**config.mk**
```make
export PLATFORM = sky130hd
export DESIGN_NAME = song_sequencer
export DESIGN_NICKNAME = d
export VERILOG_FILES = /design/src/rtl/song_sequencer.sv
export SDC_FILE = /design/constraint.sdc
export NUM_CORES = 1
export LEC_CHECK = 0
export ABC_AREA = 1
export CAP_MARGIN = 20
export CORE_MARGIN = 2
export CORE_UTILIZATION = 44
export CTS_CLUSTER_SIZE = 20
export DETAILED_ROUTE_END_ITERATION = 6
export PLACE_DENSITY = 0.78
export SLEW_MARGIN = 20
export SYNTH_ARGS = -nofsm -noshare
export SYNTH_HDL_FRONTEND = slang
export SYNTH_SLANG_ARGS = --single-unit
```
**constraint.sdc**
```tcl
create_clock -name clk -period 2.02 [get_ports clk]
set_input_delay 0.303 -clock clk [delete_from_list [all_inputs] [get_ports clk]]
set_output_delay 0.303 -clock clk [all_outputs]
set_load 0.005 [all_outputs]
```
**src/rtl/song_sequencer.sv**
```systemverilog
// Song sequencer: walks a song ROM entry by entry, hands each note/duration
// pair to the note player and waits for it to finish before advancing.
module song_sequencer #(
    parameter int SONG_BITS = 2,
    parameter int NOTE_BITS = 5
) (
    input  logic                           clk,
    input  logic                           reset,
    input  logic                           play,
    input  logic [SONG_BITS-1:0]           song,
    input  logic                           new_song,
    output logic [SONG_BITS+NOTE_BITS-1:0] rom_addr,
    input  logic [11:0]                    rom_data,
    output logic [5:0]                     note_to_load,
    output logic [5:0]                     duration_to_load,
    output logic                           load_new_note,
    input  logic                           note_done,
    output logic                           song_done,
    output logic [NOTE_BITS-1:0]           note_index
);

    // state     | meaning
    // IDLE      | after reset, waiting for play
    // FETCH     | rom_addr presented, ROM read in flight
    // WAIT_ROM  | rom_data valid; leaving this state registers the load/done pulse
    // LOAD      | load_new_note (or song_done) is visible this cycle
    // SETTLE    | one-cycle mask for a stale note_done from the previous note
    // WAIT_NOTE | waiting for the note player to finish
    // DONE      | end of song; only new_song or reset leaves
    typedef enum logic [2:0] {
        IDLE, FETCH, WAIT_ROM, LOAD, SETTLE, WAIT_NOTE, DONE
    } state_t;

    state_t                 state, state_next;
    logic [SONG_BITS-1:0]   song_reg, song_reg_next;
    logic [NOTE_BITS-1:0]   index_next;
    logic [5:0]             note_next, duration_next;
    logic                   load_next, done_next;

    assign rom_addr = {song_reg, note_index};

    // Pulses are registered on the WAIT_ROM->LOAD edge so that they and the
    // note/duration registers become visible together in the LOAD cycle.
    always_comb begin
        state_next    = state;
        song_reg_next = song_reg;
        index_next    = note_index;
        note_next     = note_to_load;
        duration_next = duration_to_load;
        load_next     = 1'b0;
        done_next     = 1'b0;
        if (new_song) begin
            song_reg_next = song;
            index_next    = '0;
            state_next    = FETCH;
        end else begin
            case (state)
                IDLE:     if (play) state_next = FETCH;
                FETCH:    if (play) state_next = WAIT_ROM;
                WAIT_ROM: begin
                    if (play) begin
                        state_next = LOAD;
                        if (rom_data[5:0] == '0) begin
                            done_next = 1'b1;
                        end else begin
                            load_next     = 1'b1;
                            note_next     = rom_data[11:6];
                            duration_next = rom_data[5:0];
                        end
                    end
                end
                LOAD:     state_next = song_done ? DONE : SETTLE;
                SETTLE:   state_next = WAIT_NOTE;
                WAIT_NOTE: begin
                    if (note_done) begin
                        if (&note_index) begin
                            done_next  = 1'b1;
                            state_next = DONE;
                        end else begin
                            index_next = note_index + NOTE_BITS'(1);
                            state_next = FETCH;
                        end
                    end
                end
                DONE:     state_next = DONE;
                default:  state_next = IDLE;
            endcase
        end
    end

    always_ff @(posedge clk) begin
        if (reset) begin
            state            <= IDLE;
            song_reg         <= '0;
            note_index       <= '0;
            note_to_load     <= '0;
            duration_to_load <= '0;
            load_new_note    <= 1'b0;
            song_done        <= 1'b0;
        end else begin
            state            <= state_next;
            song_reg         <= song_reg_next;
            note_index       <= index_next;
            note_to_load     <= note_next;
            duration_to_load <= duration_next;
            load_new_note    <= load_next;
            song_done        <= done_next;
        end
    end

endmodule

```
After elaboration in Yosys (flattened, before gate mapping)
Index checks and enable logic that the tools add are counted.

storage, ports and cells
  bits in read-only memories = 0
  bits in registers = 24
  bits in latches = 0
  bits of input ports = 19
  output and inout bits = 26
  memories kept = 0
  RAM bits = 0

operators by class
  multiplexer cells = 14
  multipliers = 0
  shifts and indexed selects = 0
  equality and inequality tests = 14
  bitwise logic cells = 5
  reductions and logical operators = 9
  add/subtract/negate cells = 1
  div/mod/pow operators = 0
  magnitude comparators = 0

operators with widths
  cell                 count
  $pmux 3 s7           1
  $mux 3               5
  $ne 3x3->1 const B   4
  $reduce_and 4->1     3
  $eq 3x3->1 const B   3
  $ne 2x2->1 const B   4
  $eq 3x2->1 const B   2
  $logic_not 6->1      1
  $mux 1               6
  $add 5x1->5 const B  1
  $not 1->1            5
  $reduce_and 5->1     1
  $reduce_or 4->1      1
  $eq 3x1->1 const B   1
  $logic_not 3->1      1
  $reduce_and 3->1     1
  $mux 2               1
  $pmux 1 s2           1
  $reduce_or 2->1      1

Depth between registers and ports, before layout
Gate-level depths: netlist (run 1).

  word-level depth = 5
  mapped depth = 11
  depth with buffers taken out = 11

Worst setup path after synthesis (run 1)
No wires, ideal clock.

  path type = reg2reg
  start point = reg note_index[0]
  end point = reg note_index[3]
  stages on the path, launching flop included = 12
  library setup time = 0.113 ns
  data required time = 1.907 ns
  arrival time = 1.333 ns
  path buffers = 0
  setup slack = 0.574 ns
  cell sequence = dfxtp_1 ha_1 inv_1 nor3_1 ha_1 nor2_1 nand2_2 inv_2 nand2_1 nand2_1 inv_1 nor2_1

on the way
  cells in the longest elaborated chain, start to end = 3
  elaborated cells between the ends (all ways) = 4
  classes of those cells = add/sub (1); bitwise (1); reduce/logical (2)

ends and longest elaborated chain
  item                                                                 RTL line  text
  start: declaration                                                   19        output logic [NOTE_BITS-1:0] note_index
  start signal: assignment                                             103       note_index <= index_next;
  parallel branches: the longest is 3 deep, another holds $add 5x1->5  -

Several ways; the timed one is not identified.
A chain may end at the register's enable or synchronous reset.

Worst setup path in the final report (run 1)
  start point = reg note_index[1]
  end point = reg note_index[3]

The elaborated chain is that of the path after synthesis.

==> flow_summary.json, run 1 <==
{
  "status": "completed",
  "clk_latency_ps": 310,
  "yosys_warnings": 0,
  "syn_avg_cell_area_sq_um": 6.81,
  "wl_per_cell_um": 10.5,
  "synthDistinctLibCells": 20,
  "rr_worst_depth": 11,
  "path_class": "flop to flop",
  "grt_pass1_wl_um": 4420,
  "gr-usage-all-layers_pct": 16.8,
  "synth-edff-count": 0,
  "async_flop_share_pct": 0,
  "synth_nets": 207,
  "via_per_inst": 4.79,
  "core_area_sq_mm": 0.00273,
  "timing.rr.start": "note_index[1]",
  "rrSetupSlack_ps": 410,
  "drt-pass1-iter-count": 4,
  "grt_antenna_before_repair": 0,
  "finClkSkew_ps": 7.10,
  "fmax_mhz": 620,
  "rows": 19,
  "hpwl_um": 2030,
  "ys_seq_elements": 24,
  "tns_ps": 0,
  "crit_fanout": 7,
  "antenna_cells": 0,
  "synth_ff_type": "dfxtp_1",
  "grt_max_degree": 16,
  "synthTopCellsByArea": "dfxtp_1 (38%), inv_1 (9.2%), nand2_1 (9.2%), nor2_1 (8.9%), nand4_1 (6.5%)",
  "die_h_um": 57.5,
  "ctsResizeCount": 0,
  "post_cts_buffers": 0,
  "slew_violations": 0,
  "syn_inst": 185,
  "multi_input_comb_area_sq_um": 587,
  "fin_crit_ps": 1610,
  "relSlewSlack_pct": 70.8,
  "crit_arrival_ps": 1830,
  "place_congestion": 0.801,
  "required_ps": 2240,
  "end_kind": "flop",
  "p_total_uw": 940,
  "port_buffers": 44,
  "clockBufferDepth": 2,
  "peakVddDrop_mv": 0.406,
  "drive_above_1_share_pct": 10.7,
  "final_area_sq_mm": 0.00174,
  "biggestRegsByFlops": "duration_to_load (6), note_to_load (6), note_index (5)",
  "cts_buffers": 3,
  "vias": 1226,
  "cp-endpoint": "note_index[3]",
  "startpoint_type": "flop",
  "fin_crit_sh_pct": 79.8,
  "start_util_pct": 46.1,
  "drc": 0,
  "drt-total-wl_um": 2680,
  "drt_iter0_markers": 19,
  "cts_tree": "done",
  "synth_top_area_share_pct": 38.1,
  "hold_buffers": 0,
  "nets": 248,
  "fillers": 254,
  "area_delta_synth_final_pct": 37.9,
  "grt_pass1_vias": 1040,
  "die_w_um": 57.5,
  "seq_area_frac_synth_pct": 38.1,
  "place_area_sq_mm": 0.00169,
  "worst_slew_pin_slew_ps": 437,
  "p_per_area_mw_per_mm2": 541,
  "netlist_area_sq_mm": 0.00126,
  "dp.cells": 252,
  "yosys.area.top_type": "dfxtp_1",
  "fp.dieArea_sq_mm": 0.00331,
  "critPathLaunch": "note_index[1]",
  "rsz0062_at_grt": "no",
  "regArea_sq_um": 480,
  "clkSlewWorstSetupHoldPaths_ps": 140,
  "cap_violations": 0,
  "stdcell_count": 256,
  "cts_sinks": 24,
  "ant_nets": 0,
  "io_pins": 45,
  "hold_path.class": "flop to flop",
  "htree_levels": 1,
  "reg2reg_to": "note_index[3]",
  "finalSetupViolations": 0,
  "grt_overflow_total": 0,
  "cts_root_buf": "clkbuf_4",
  "p_leak_uw": 0.000749,
  "final_hold_viol_count": 0
}
-- cell usage after synthesis, types with 2 or more instances --
master / count
a21oi_1: 6
buf_4: 6
clkbuf_1: 2
dfxtp_1: 24
ha_1: 3
inv_1: 31
inv_2: 2
nand2_1: 31
nand2_2: 2
nand3_1: 9
nand4_1: 13
nor2_1: 30
nor2_2: 11
nor2_4: 2
nor3_1: 2
o21ai_0: 7
-- layout make-up --
cell class                 count  area share, %
multi-input combinational    118           33.8
sequential                    24           27.6
timing repair buffer          46           26.2
inverter                      33           7.13
tap                           31           2.23
clock inverter                 1           1.73
clock buffer                   3           1.30
-- cell families (layout without fill, tap and decap cells) --
group                      count (synthesis)  after routing  share of synthesized area [%]
AOI/OAI and AO/OA                         14             14                           5.56
adders and majority gates                  3              3                           2.98
and+or+nand+nor                          101            101                           38.0
DFF                                       24             24                           38.1
buffers and inverters                     43             83                           15.3
-- worst max-delay path: stages, from the launching register on --
cell and delay (ps):
dfxtp_1 410, ha_1 200, inv_1 50, nor3_1 200
ha_1 210, nor2_1 60, nand2_2 130, inv_2 60
nand2_1 70, nand2_1 50, inv_1 40, nor2_1 30
-- metrics by stage --
| stage | setup slack [ps] | hold slack [ps] | utilization (%) |
|---|---|---|---|
| 2_1_floorplan | 574 | 438 | - |
| 3_3_place_gp | 405 | 448 | 61.6 |
| 3_5_place_dp | 397 | 454 | 61.6 |
| 4_1_cts | 401 | 487 | 63.6 |
| 5_1_grt | 245 | 509 | 63.6 |
| 6_report | 407 | 481 | 63.6 |
-- report_power, final --
part,switching [uW],internal (uW)
Sequential,6.32,481
Clock,146,200
Combinational,50.4,56.1
-- cells in the final DEF (no fill, tap or decap), drive strengths merged --
cell type and count:
clkbuf 3, nor2 43, dfxtp 24, nor3 2, a21oi 6, buf 2, bufinv 1, inv 33
nand4 13, ha 3, nand3 10, clkdlybuf4s50 44, o21ai 8, nand2 33
-- per-layer routing --
| layer | wire length (um) | GRT usage, % |
|---|---|---|
| met1 | 1280 | 22.4 |
| met2 | 1270 | 27.6 |
| met3 | 99 | 2.72 |
| met4 | 27 | 5.98 |
| met5 | 0 | 0 |
-- worst min path at each step --
stage,start,to,slack (ps),cells after the start
final,duration_to_load[5],duration_to_load[5],480,2
after global routing,duration_to_load[5],duration_to_load[5],510,2
after CTS,duration_to_load[5],duration_to_load[5],490,2
after detailed placement,duration_to_load[5],duration_to_load[5],450,2
after global placement,duration_to_load[0],duration_to_load[0],450,2
after floorplan,song[1],song_reg[1],440,2
(Power assumes the default switching activity.)
==> inputs of run 2 (changes only) <==
==> constraint.sdc (replaced) <==
create_clock -name clk -period 1.7 [get_ports clk]
set_input_delay 0.255 -clock clk [delete_from_list [all_inputs] [get_ports clk]]
set_output_delay 0.255 -clock clk [all_outputs]
set_load 0.005 [all_outputs]
==> run 2 against run 1 <==
Effect of this change:
- critical endpoint unchanged
- die area unchanged
- clock skew decreased by 5.1 ps
- final cell count unchanged
- critical path type unchanged
==> flow_summary.json, run 2 (synthesis gave the netlist of run 1 again) <==
{
  "p_total_uw": 945,
  "crit_fanout": 7,
  "end_kind": "flop",
  "p_per_area_mw_per_mm2": 549,
  "drt-pass1-iter-count": 4,
  "cts_buffers": 3,
  "p_int_uw": 721,
  "grt_antenna_before_repair": 0,
  "p_sw_uw": 224,
  "peakVddDrop_mv": 0.562,
  "seq_power_share_pct": 61.2,
  "relSlewSlack_pct": 70.7,
  "grt_pass1_wl_um": 4220,
  "swShare_pct": 23.7,
  "final_util_pct": 62.9,
  "final_common_cell": "clkdlybuf4s50_1",
  "final_hold_viol_count": 0,
  "slew_violations": 0,
  "ctsResizeCount": 0,
  "ant_nets": 0,
  "cts_tree": "done",
  "power.share.clock_pct": 25.4,
  "grt_max_degree": 16,
  "die_h_um": 57.5,
  "start_util_pct": 46.1,
  "antenna_cells": 0,
  "gr-usage-all-layers_pct": 16.2,
  "biggestRegsByFlops": "duration_to_load (6), note_to_load (6), note_index (5)",
  "cts_sinks": 24,
  "place_congestion": 0.788,
  "htree_levels": 1,
  "worst_slew_pin_slew_ps": 439,
  "startpoint_type": "flop",
  "post_cts_buffers": 0,
  "clk_latency_ps": 310,
  "nets": 249,
  "io_pins": 45,
  "p_leak_uw": 0.000739,
  "required_ps": 1920,
  "clkSlewWorstSetupHoldPaths_ps": 120,
  "area_delta_synth_final_pct": 36.5,
  "fin_crit_ps": 1570,
  "drt-total-wl_um": 2560,
  "dp.cells": 253,
  "grt_pass1_vias": 1035,
  "drt_iter0_markers": 24,
  "path_class": "flop to flop",
  "drc": 0,
  "hold_buffers": 0,
  "finalSetupViolations": 0,
  "wl_per_cell_um": 10.0,
  "final_cell_mix": "clkdlybuf4s50_1 (44), inv_1 (31), nand2_1 (31), nor2_1 (30), dfxtp_1 (24)",
  "fmax_mhz": 639,
  "rows": 19,
  "die_w_um": 57.5,
  "cts_root_buf": "clkbuf_4",
  "stdcell_count": 256,
  "port_buffers": 44,
  "status": "completed",
  "crit_arrival_ps": 1780,
  "core_area_sq_mm": 0.00273,
  "clockBufferDepth": 2,
  "finClkSkew_ps": 2.05,
  "tns_ps": 0,
  "drive_above_1_share_pct": 11.1,
  "fp.dieArea_sq_mm": 0.00331,
  "fillers": 248,
  "via_per_inst": 4.67,
  "vias": 1196,
  "rsz0062_at_grt": "no",
  "hold_path.class": "flop to flop",
  "cap_violations": 0,
  "grt_overflow_total": 0,
  "hpwl_um": 1960,
  "comb_power_share_pct": 13.3,
  "fin_crit_sh_pct": 92.1
}
run 2: area by class of cell:
cell class	count	area, sq um	area share [%]
clock buffer	3	22.5	1.31
inverter	33	124	7.20
multi-input combinational	118	592	34.4
sequential	24	480	27.9
tap	31	38.8	2.25
timing repair buffer	47	463	26.9
run 2: stage by stage:
| step | setup WS (ps) | cell area (sq um) | hold WS [ps] |
|---|---|---|---|
| after CTS | 74.8 | 1720 | 483 |
| final | 134 | 1720 | 478 |
| after global routing | 4.35 | 1720 | 502 |
| after detailed placement | 106 | 1690 | 454 |
| after floorplan | 254 | 1260 | 390 |
| after global placement | 122 | 1690 | 447 |
run 2: worst paths after layout:
kind	startpoint	end	slack (ps)	cells past startpoint
worst min-delay path	duration_to_load[0]	duration_to_load[0]	480	2
worst max register to register	note_index[0]	note_index[3]	130	10
worst min register to register	duration_to_load[0]	duration_to_load[0]	480	2
worst max-delay path	note_index[0]	note_index[3]	130	10
run 2: worst max-delay path: stages (launching register included):
cell and delay (ps):
dfxtp_1 350, ha_1 220, inv_1 90, nor3_2 50, ha_1 190, nor2_1 130, nand2_2 120, inv_2 90
nand2_1 60, o21ai_1 120, nor2_1 50
run 2: power groups by stage:
stage | clock [uW] | sequential, uW | combinational, uW
detailed placement | 0 | 591 | 126
floorplan | 0 | 591 | 59.3
CTS | 256 | 579 | 127
global placement | 0 | 591 | 126
global route | 280 | 581 | 139
finish | 240 | 579 | 126
run 2: metal layers:
layer / GRT usage (%) / vias up / share of wire [%]
met3: 4.08 / 2 / 3.4
met4: 4.98 / 0 / 1.1
met1: 21.0 / 517 / 48
li1: - / 652 / -
met2: 26.5 / 25 / 47
met5: 0 / - / 0
